`src/rtl/isp_pkg.sv`:
```
// Shared state encoding, default frame timing and counter sizing helper for the ISP frame sequencer.
package isp_pkg;

  localparam int DEF_WIDTH     = 320;
  localparam int DEF_HEIGHT    = 240;
  localparam int DEF_HBLANK    = 16;
  localparam int DEF_SOF_GAP   = 32;
  localparam int DEF_MAX_FLUSH = 4;
  localparam int DATA_W        = 8;

  typedef enum logic [2:0] {
    ST_IDLE,
    ST_SOF,
    ST_ACTIVE,
    ST_HBLANK,
    ST_FLUSH,
    ST_FBLANK,
    ST_DONE
  } seq_state_e;

  // Minimum counter width able to hold 0..n-1, never narrower than one bit.
  function automatic int cntWidth(input int n);
    return (n > 1) ? $clog2(n) : 1;
  endfunction

endpackage

```
`src/rtl/isp_frame_sequencer.sv`:
```
// Feeds one raw Bayer frame into the ISP pipeline: start-of-frame gap, WIDTH x HEIGHT pixels
// with row blanking, then zero-data flush rows until the pipeline reports end of frame.
module isp_frame_sequencer
  import isp_pkg::*;
#(
  parameter int WIDTH     = DEF_WIDTH,
  parameter int HEIGHT    = DEF_HEIGHT,
  parameter int HBLANK    = DEF_HBLANK,
  parameter int SOF_GAP   = DEF_SOF_GAP,
  parameter int MAX_FLUSH = DEF_MAX_FLUSH
) (
  input  logic              clk,
  input  logic              reset_n,
  input  logic              i_start,
  input  logic              i_valid,
  input  logic [DATA_W-1:0] i_data,
  output logic              o_ready,
  output logic              o_newFrame,
  output logic              o_valid,
  output logic [DATA_W-1:0] o_data,
  input  logic              i_pipe_done,
  output logic              o_busy,
  output logic              o_frame_done,
  output logic              o_timeout
);

  localparam int BLANK_MAX = (HBLANK > SOF_GAP) ? HBLANK : SOF_GAP;
  localparam int CW = cntWidth(WIDTH);
  localparam int RW = cntWidth(HEIGHT);
  localparam int BW = cntWidth(BLANK_MAX);
  localparam int FW = cntWidth(MAX_FLUSH);

  localparam logic [CW-1:0] COL_LAST   = CW'(WIDTH - 1);
  localparam logic [RW-1:0] ROW_LAST   = RW'(HEIGHT - 1);
  localparam logic [BW-1:0] SOF_LAST   = BW'(SOF_GAP - 1);
  localparam logic [BW-1:0] HB_LAST    = BW'(HBLANK - 1);
  localparam logic [FW-1:0] FLUSH_LAST = FW'(MAX_FLUSH - 1);

  seq_state_e        state_q, state_d;
  logic [CW-1:0]     col_q, col_d;
  logic [RW-1:0]     row_q, row_d;
  logic [BW-1:0]     blank_q, blank_d;
  logic [FW-1:0]     flush_q, flush_d;
  logic              done_q, done_d;
  logic              timeout_q, timeout_d;
  logic              valid_q, valid_d;
  logic [DATA_W-1:0] data_q, data_d;
  logic              doneSeen;

  always_ff @(posedge clk or negedge reset_n) begin
    if (!reset_n) begin
      state_q   <= ST_IDLE;
      col_q     <= '0;
      row_q     <= '0;
      blank_q   <= '0;
      flush_q   <= '0;
      done_q    <= 1'b0;
      timeout_q <= 1'b0;
      valid_q   <= 1'b0;
      data_q    <= '0;
    end else begin
      state_q   <= state_d;
      col_q     <= col_d;
      row_q     <= row_d;
      blank_q   <= blank_d;
      flush_q   <= flush_d;
      done_q    <= done_d;
      timeout_q <= timeout_d;
      valid_q   <= valid_d;
      data_q    <= data_d;
    end
  end

  // A done arriving in the very last flush cycle still counts for that row.
  assign doneSeen = done_q | i_pipe_done;

  always_comb begin
    state_d   = state_q;
    col_d     = col_q;
    row_d     = row_q;
    blank_d   = blank_q;
    flush_d   = flush_q;
    done_d    = (state_q == ST_IDLE) ? 1'b0 : doneSeen;
    timeout_d = timeout_q;
    valid_d   = 1'b0;
    data_d    = '0;
    unique case (state_q)
      ST_IDLE: begin
        if (i_start) begin
          timeout_d = 1'b0;
          col_d     = '0;
          row_d     = '0;
          blank_d   = '0;
          flush_d   = '0;
          state_d   = ST_SOF;
        end
      end
      ST_SOF: begin
        if (blank_q == SOF_LAST) begin
          blank_d = '0;
          state_d = ST_ACTIVE;
        end else begin
          blank_d = blank_q + 1'b1;
        end
      end
      ST_ACTIVE: begin
        if (i_valid) begin
          valid_d = 1'b1;
          data_d  = i_data;
          if (col_q == COL_LAST) begin
            col_d   = '0;
            state_d = ST_HBLANK;
          end else begin
            col_d = col_q + 1'b1;
          end
        end
      end
      ST_HBLANK: begin
        if (blank_q == HB_LAST) begin
          blank_d = '0;
          if (row_q == ROW_LAST) begin
            row_d   = '0;
            state_d = ST_FLUSH;
          end else begin
            row_d   = row_q + 1'b1;
            state_d = ST_ACTIVE;
          end
        end else begin
          blank_d = blank_q + 1'b1;
        end
      end
      ST_FLUSH: begin
        valid_d = 1'b1;
        if (col_q == COL_LAST) begin
          col_d = '0;
          if (doneSeen) begin
            state_d = ST_DONE;
          end else if (flush_q == FLUSH_LAST) begin
            timeout_d = 1'b1;
            state_d   = ST_DONE;
          end else begin
            flush_d = flush_q + 1'b1;
            state_d = ST_FBLANK;
          end
        end else begin
          col_d = col_q + 1'b1;
        end
      end
      ST_FBLANK: begin
        if (blank_q == HB_LAST) begin
          blank_d = '0;
          state_d = ST_FLUSH;
        end else begin
          blank_d = blank_q + 1'b1;
        end
      end
      ST_DONE: state_d = ST_IDLE;
      default: state_d = ST_IDLE;
    endcase
  end

  assign o_ready      = (state_q == ST_ACTIVE);
  assign o_newFrame   = (state_q == ST_SOF) && (blank_q == '0);
  assign o_busy       = (state_q != ST_IDLE);
  assign o_frame_done = (state_q == ST_DONE) && !timeout_q;
  assign o_timeout    = timeout_q;
  assign o_valid      = valid_q;
  assign o_data       = data_q;

endmodule

```
`config.mk`:
```
export PLATFORM = sky130hd
export DESIGN_NAME = isp_frame_sequencer
export DESIGN_NICKNAME = d
export VERILOG_FILES = /design/src/rtl/isp_pkg.sv /design/src/rtl/isp_frame_sequencer.sv
export SDC_FILE = /design/constraint.sdc
export NUM_CORES = 1
export LEC_CHECK = 0
export ABC_AREA = 1
export BUFFER_PORTS_ARGS = -buffer_cell sky130_fd_sc_hd__buf_2
export CAP_MARGIN = 30
export CELL_PAD_IN_SITES_DETAIL_PLACEMENT = 0
export CELL_PAD_IN_SITES_GLOBAL_PLACEMENT = 1
export CORE_MARGIN = 2
export CORE_UTILIZATION = 35
export DETAILED_ROUTE_END_ITERATION = 16
export PLACE_DENSITY_LB_ADDON = 0.1
export SLEW_MARGIN = 40
export SYNTH_ARGS = -nofsm -noshare
export SYNTH_HDL_FRONTEND = slang
export SYNTH_SLANG_ARGS = --single-unit
```
`constraint.sdc`:
```
create_clock -name clk -period 3.8 [get_ports clk]
set_input_delay 0.19 -clock clk [delete_from_list [all_inputs] [get_ports clk]]
set_output_delay 0.19 -clock clk [all_outputs]
set_load 0.02 [all_outputs]
```
==> flow_summary.ini, run 1 <==
[finish]
seq_area_sq_um = 951
multi_input_area_sq_um = 1150
final_cell_mix = nand2_1, inv_1, dfrtp_1, nor2_1, buf_2
layout_commonest_cell = nand2_1
synthToLayoutAreaGrowth_pct = 12.3
drive_gt1_share_pct = 14.6
diodes = 0
n_fill_cell = 670
fin_util_pct = 40.7
layout.nets = 364

[sta]
finalHoldViolations = 0
min_period_ps = 1850
slew_violations = 0
rsz0062_at_grt = no
skew_ps = 5.69
max_slew_margin_pct = 67.0
finalCritPeriodShare_pct = 48.6
tightest_slew_ps = 495
finalSetupViolCount = 0
tns_ps = 0
fmax_ghz = 0.542

[place]
place_hpwl_microns = 3750
port_buffers = 26
routabilityCongestion = 0.836

[global_routing]
grt_max_degree = 39
antenna_found_initial = 0
grt-ovfl-total = 0
grt_pass1_vias = 1975
grt_pass1_wl_microns = 9160
track_usage_pct = 15.8

[critical_path]
r2r-start = state_q[0]
arrival_ps = 1660
setup.worst_path.start_class = flip-flop
worst-path-max-fanout = 8
slowest_delay_ps = 600
startpoint = state_q[0]
rrSetupSlack_ps = 1950
r2r_end = state_q[0]
cp_data_required_time_ps = 3610
cp_cell_sequence = inv_1, nor2_2, nand2_1, nor3_1, buf_2
rr_worst_depth = 8
slowest_stage = dfrtp_1
endpoint = o_newFrame
worstSetupEndpointType = primary output
path_class = reg2out

[drt]
drt-initial-drc-count = 53
drt-vias-per-instance = 4.73
first_pass_iters = 4
ant_nets = 0
wire_per_inst_microns = 12.0
vias = 1987
drt_wl_total_microns = 5060
drc = 0

[run]
drv_cap = 0

[pwr]
power.total_mw = 1.64
comb_power_share_pct = 46.0
ir_drop_v = 0.000247
p_clk_share_pct = 17.8
p_leak_nw = 1.34
p_per_area_nw_per_um2 = 635
switching_power_uw = 768
p_seq_share_pct = 36.2
power.share.switching_pct = 46.8
p_int_uw = 873

[floorplanning]
rows = 29
start_util_pct = 36.2
dieArea_sq_um = 7240
core_sq_um = 6350
boundaryPins = 27
die_x_microns = 85.1
die_h_microns = 85.1

[clock_network]
cts_tree = built
clk_pin_slew_ps = 70
root_buffer = clkbuf_8
cts_sinks = 38
clock_latency_ps = 290
cts_buffers = 5
cts_buffer_depth = 2
cts_resized = 0
postCtsHoldBufs = 1
cts_max_level = 2
post_cts_buffers = 0

[yosys]
synthCells = 314
synth_cell_types = 29
avgSynthCellArea_sq_um = 7.33
yosysWarnings = 0
synth_seq_area_share_pct = 41.3
synthesis.nets = 336
syn_area_sq_um = 2300
ys_seq_elements = 38

[hold_path]
hold_class = in2reg

[status]
status = complete, no violations
==> worst min path at each step <==
stage          cells past startpoint    endpoint      start  slack [ps]
2_1_floorplan                      0  blank_q[0]    reset_n        -110
3_3_place_gp                       1    col_q[8]    reset_n         370
3_5_place_dp                       1    col_q[5]    reset_n         200
4_1_cts                            3   o_data[1]  i_data[1]         100
5_1_grt                            3   o_data[6]  i_data[6]         110
6_report                           3   o_data[3]  i_data[3]         120
==> registers in the layout, indices dropped and copies added, names as in the netlist <==
name / count
flush_q: 2
done_q: 1
state_q: 3
o_timeout: 1
blank_q: 5
row_q: 8
col_q: 9
o_valid: 1
o_data: 8
==> cell families after synthesis <==
group | count (synthesis) | share of synthesized area [%]
buffers and inverters | 46 | 8.59
AOI/OAI and AO/OA | 34 | 7.88
and+or+nand+nor | 184 | 36.2
DFF | 38 | 41.3
adders and majority gates | 9 | 4.89
xor gates and xnor gates | 3 | 1.14
==> metrics by stage <==
| step | instances | setup slack [ps] | area, sq um | hold WS (ps) |
|---|---|---|---|---|
| floorplan | 314 | 2200 | 2300 | -106 |
| global placement | 411 | 1880 | 2480 | 370 |
| detailed placement | 411 | 1950 | 2480 | 199 |
| CTS | 420 | 1920 | 2580 | 102 |
| global route | 420 | 1610 | 2580 | 109 |
| finish | 420 | 1950 | 2580 | 119 |
==> critical path: cells and delay by family, from the launching register on <==
family                 cells  cell delay (ps)
AND/OR/NAND/NOR            3              460
buffers and inverters      2              300
flip-flops                 1              600
==> synthesized netlist by cell type, drive strengths merged <==
cell type | n | area (sq um)
nand3b | 3 | 22.5
nand2 | 100 | 393
o21ai | 16 | 83.8
nand4 | 6 | 37.5
dfrtp | 38 | 951
inv | 40 | 150
xor2 | 2 | 17.5
nor2 | 42 | 196
nand3 | 26 | 148
o211ai | 1 | 7.51
a21oi | 15 | 75.1
clkbuf | 1 | 5.00
o21a | 1 | 7.51
xnor2 | 1 | 8.76
buf | 5 | 42.5
o21bai | 1 | 7.51
ha | 9 | 113
nor3 | 7 | 35.0
==> area by class of cell <==
cell class,instances,area share [%]
inverters,40,5.81
multi-input cells,230,44.6
flip-flops and latches,38,36.8
well taps,77,3.73
repair buffers,27,5.52
clock inverters,1,0.194
clock buffers,7,3.34
==> metal layers <==
layer	share of wire [%]	track usage, %
met4	1.3	5.63
met2	46	25.7
met3	3.8	3.79
met1	48	20.6
met5	0	0
==> power by group through the flow <==
stage	clock [mW]	sequential [mW]	combinational, mW
6_report	0.292	0.594	0.755
5_1_grt	0.325	0.612	0.879
4_1_cts	0.309	0.596	0.768
3_5_place_dp	0	0.603	0.764
3_3_place_gp	0	0.605	0.769
2_1_floorplan	0	0.574	0.609
No activity file was read; power rests on OpenSTA's default activity.
==> run 2, diff against run 1 <==
Clock period 3.8 ns to 1.8 ns, I/O delays scaled along.
==> flow_summary.ini, run 2 (synthesis results as in run 1) <==
[status]
status = complete, no violations

[sta]
max_slew_margin_pct = 69.0
finalHoldViolations = 0
min_period_ps = 1650
finalSetupViolCount = 0
tns_ps = 0
tightest_slew_ps = 465
finalCritPeriodShare_pct = 91.6
skew_ps = 8.39
rsz0062_at_grt = no
fmax_ghz = 0.606
slew_violations = 0

[pwr]
p_leak_nw = 1.39
p_per_area_nw_per_um2 = 1330
power.total_mw = 3.57
ir_drop_v = 0.000510

[global_routing]
antenna_found_initial = 0
track_usage_pct = 15.5
grt_max_degree = 22
grt-ovfl-total = 0
grt_pass1_vias = 1932
grt_pass1_wl_microns = 8960

[floorplanning]
die_h_microns = 85.1
core_sq_um = 6350
start_util_pct = 36.2
die_x_microns = 85.1
rows = 29
dieArea_sq_um = 7240
boundaryPins = 27

[clock_network]
cts_buffer_depth = 2
clk_pin_slew_ps = 80
cts_max_level = 2
cts_sinks = 38
cts_tree = built
cts_buffers = 5
root_buffer = clkbuf_8
clock_latency_ps = 300

[critical_path]
r2r-start = blank_q[0]
rr_worst_depth = 9
path_class = reg2out
r2r_end = state_q[2]
cp_data_required_time_ps = 1710
rrSetupSlack_ps = 150
startpoint = state_q[1]
arrival_ps = 1560
worstSetupEndpointType = primary output
endpoint = o_newFrame
worst-path-max-fanout = 9
setup.worst_path.start_class = flip-flop

[drt]
vias = 2039
drt_wl_total_microns = 5180
drt-initial-drc-count = 75
first_pass_iters = 4
drt-vias-per-instance = 4.74
ant_nets = 0
wire_per_inst_microns = 12.0
drc = 0

[finish]
diodes = 0
layout.nets = 375
fin_util_pct = 42.1
largest_register_ffs = 9
synthToLayoutAreaGrowth_pct = 16.2
largest-register = col_q
layout_commonest_cell = nand2_1
n_fill_cell = 655
drive_gt1_share_pct = 18.1
final_cell_mix = nand2_1, inv_1, dfrtp_1, nor2_1, buf_2

[place]
port_buffers = 26
place_hpwl_microns = 3900
routabilityCongestion = 0.807

[hold_path]
hold_class = in2reg

[run]
drv_cap = 0
-- run 2: final cells by class --
cell class	count	area [sq um]	area share [%]
multi-input cells	230	1160	43.4
flip-flops and latches	38	953	35.7
repair buffers	38	235	8.80
inverters	40	150	5.62
well taps	77	96.3	3.60
clock buffers	5	68.8	2.57
clock inverters	2	10.0	0.374
-- run 2: stage by stage --
step / hold WS [ps] / worst slack, ps / cells / cell area [sq um]
after floorplan: -206 / 198 / 314 / 2300
after global routing: 6.77 / 8.34 / 430 / 2670
after global placement: 75.7 / 124 / 420 / 2560
after detailed placement: 84.6 / 81.3 / 420 / 2560
final: 8.32 / 150 / 430 / 2670
after CTS: 0.525 / 55.6 / 428 / 2650
-- run 2: metal layers --
layer / track usage [%] / share of wire (%) / routed length (microns) / vias up
li1: - / - / - / 1067
met1: 21.0 / 49 / 2550 / 924
met2: 23.5 / 44 / 2270 / 39
met3: 4.18 / 4.6 / 239 / 9
met4: 6.20 / 2.3 / 120 / 0
met5: 0 / 0 / 0 / -
-- run 2: worst min-delay path by stage --
| stage | from | endpoint | slack, ps | depth (start not counted) |
|---|---|---|---|---|
| detailed placement | reset_n | col_q[3] | 80 | 1 |
| CTS | i_data[1] | o_data[1] | 0.5 | 3 |
| global route | i_data[1] | o_data[1] | 7 | 3 |
| finish | i_data[1] | o_data[1] | 8 | 3 |
| global placement | reset_n | col_q[3] | 80 | 1 |
| floorplan | reset_n | blank_q[0] | -210 | 0 |
-- run 2: repair_timing --
item / CTS / global route
setup endpoints to repair: 1 / 6
hold buffers: 1 / 0
hold endpoints to repair: 17 / 0
resized for setup: 1 / 3
pin swaps: 0 / 0
buffers inserted: 0 / 2
-- run 2: critical path: stages, from the launching register on --
cell	delay [ps]
dfrtp_2	510
nor2_2	190
nand2_1	80
buf_4	150
nor3_1	130
buf_2	190
-- run 2: where the power goes --
| group | internal [mW] | switching, mW | total, mW |
|---|---|---|---|
| combinational | 0.615 | 1.14 | 1.76 |
| clock | 0.260 | 0.315 | 0.576 |
| sequential | 1.04 | 0.193 | 1.24 |
| total | 1.92 | 1.65 | 3.57 |
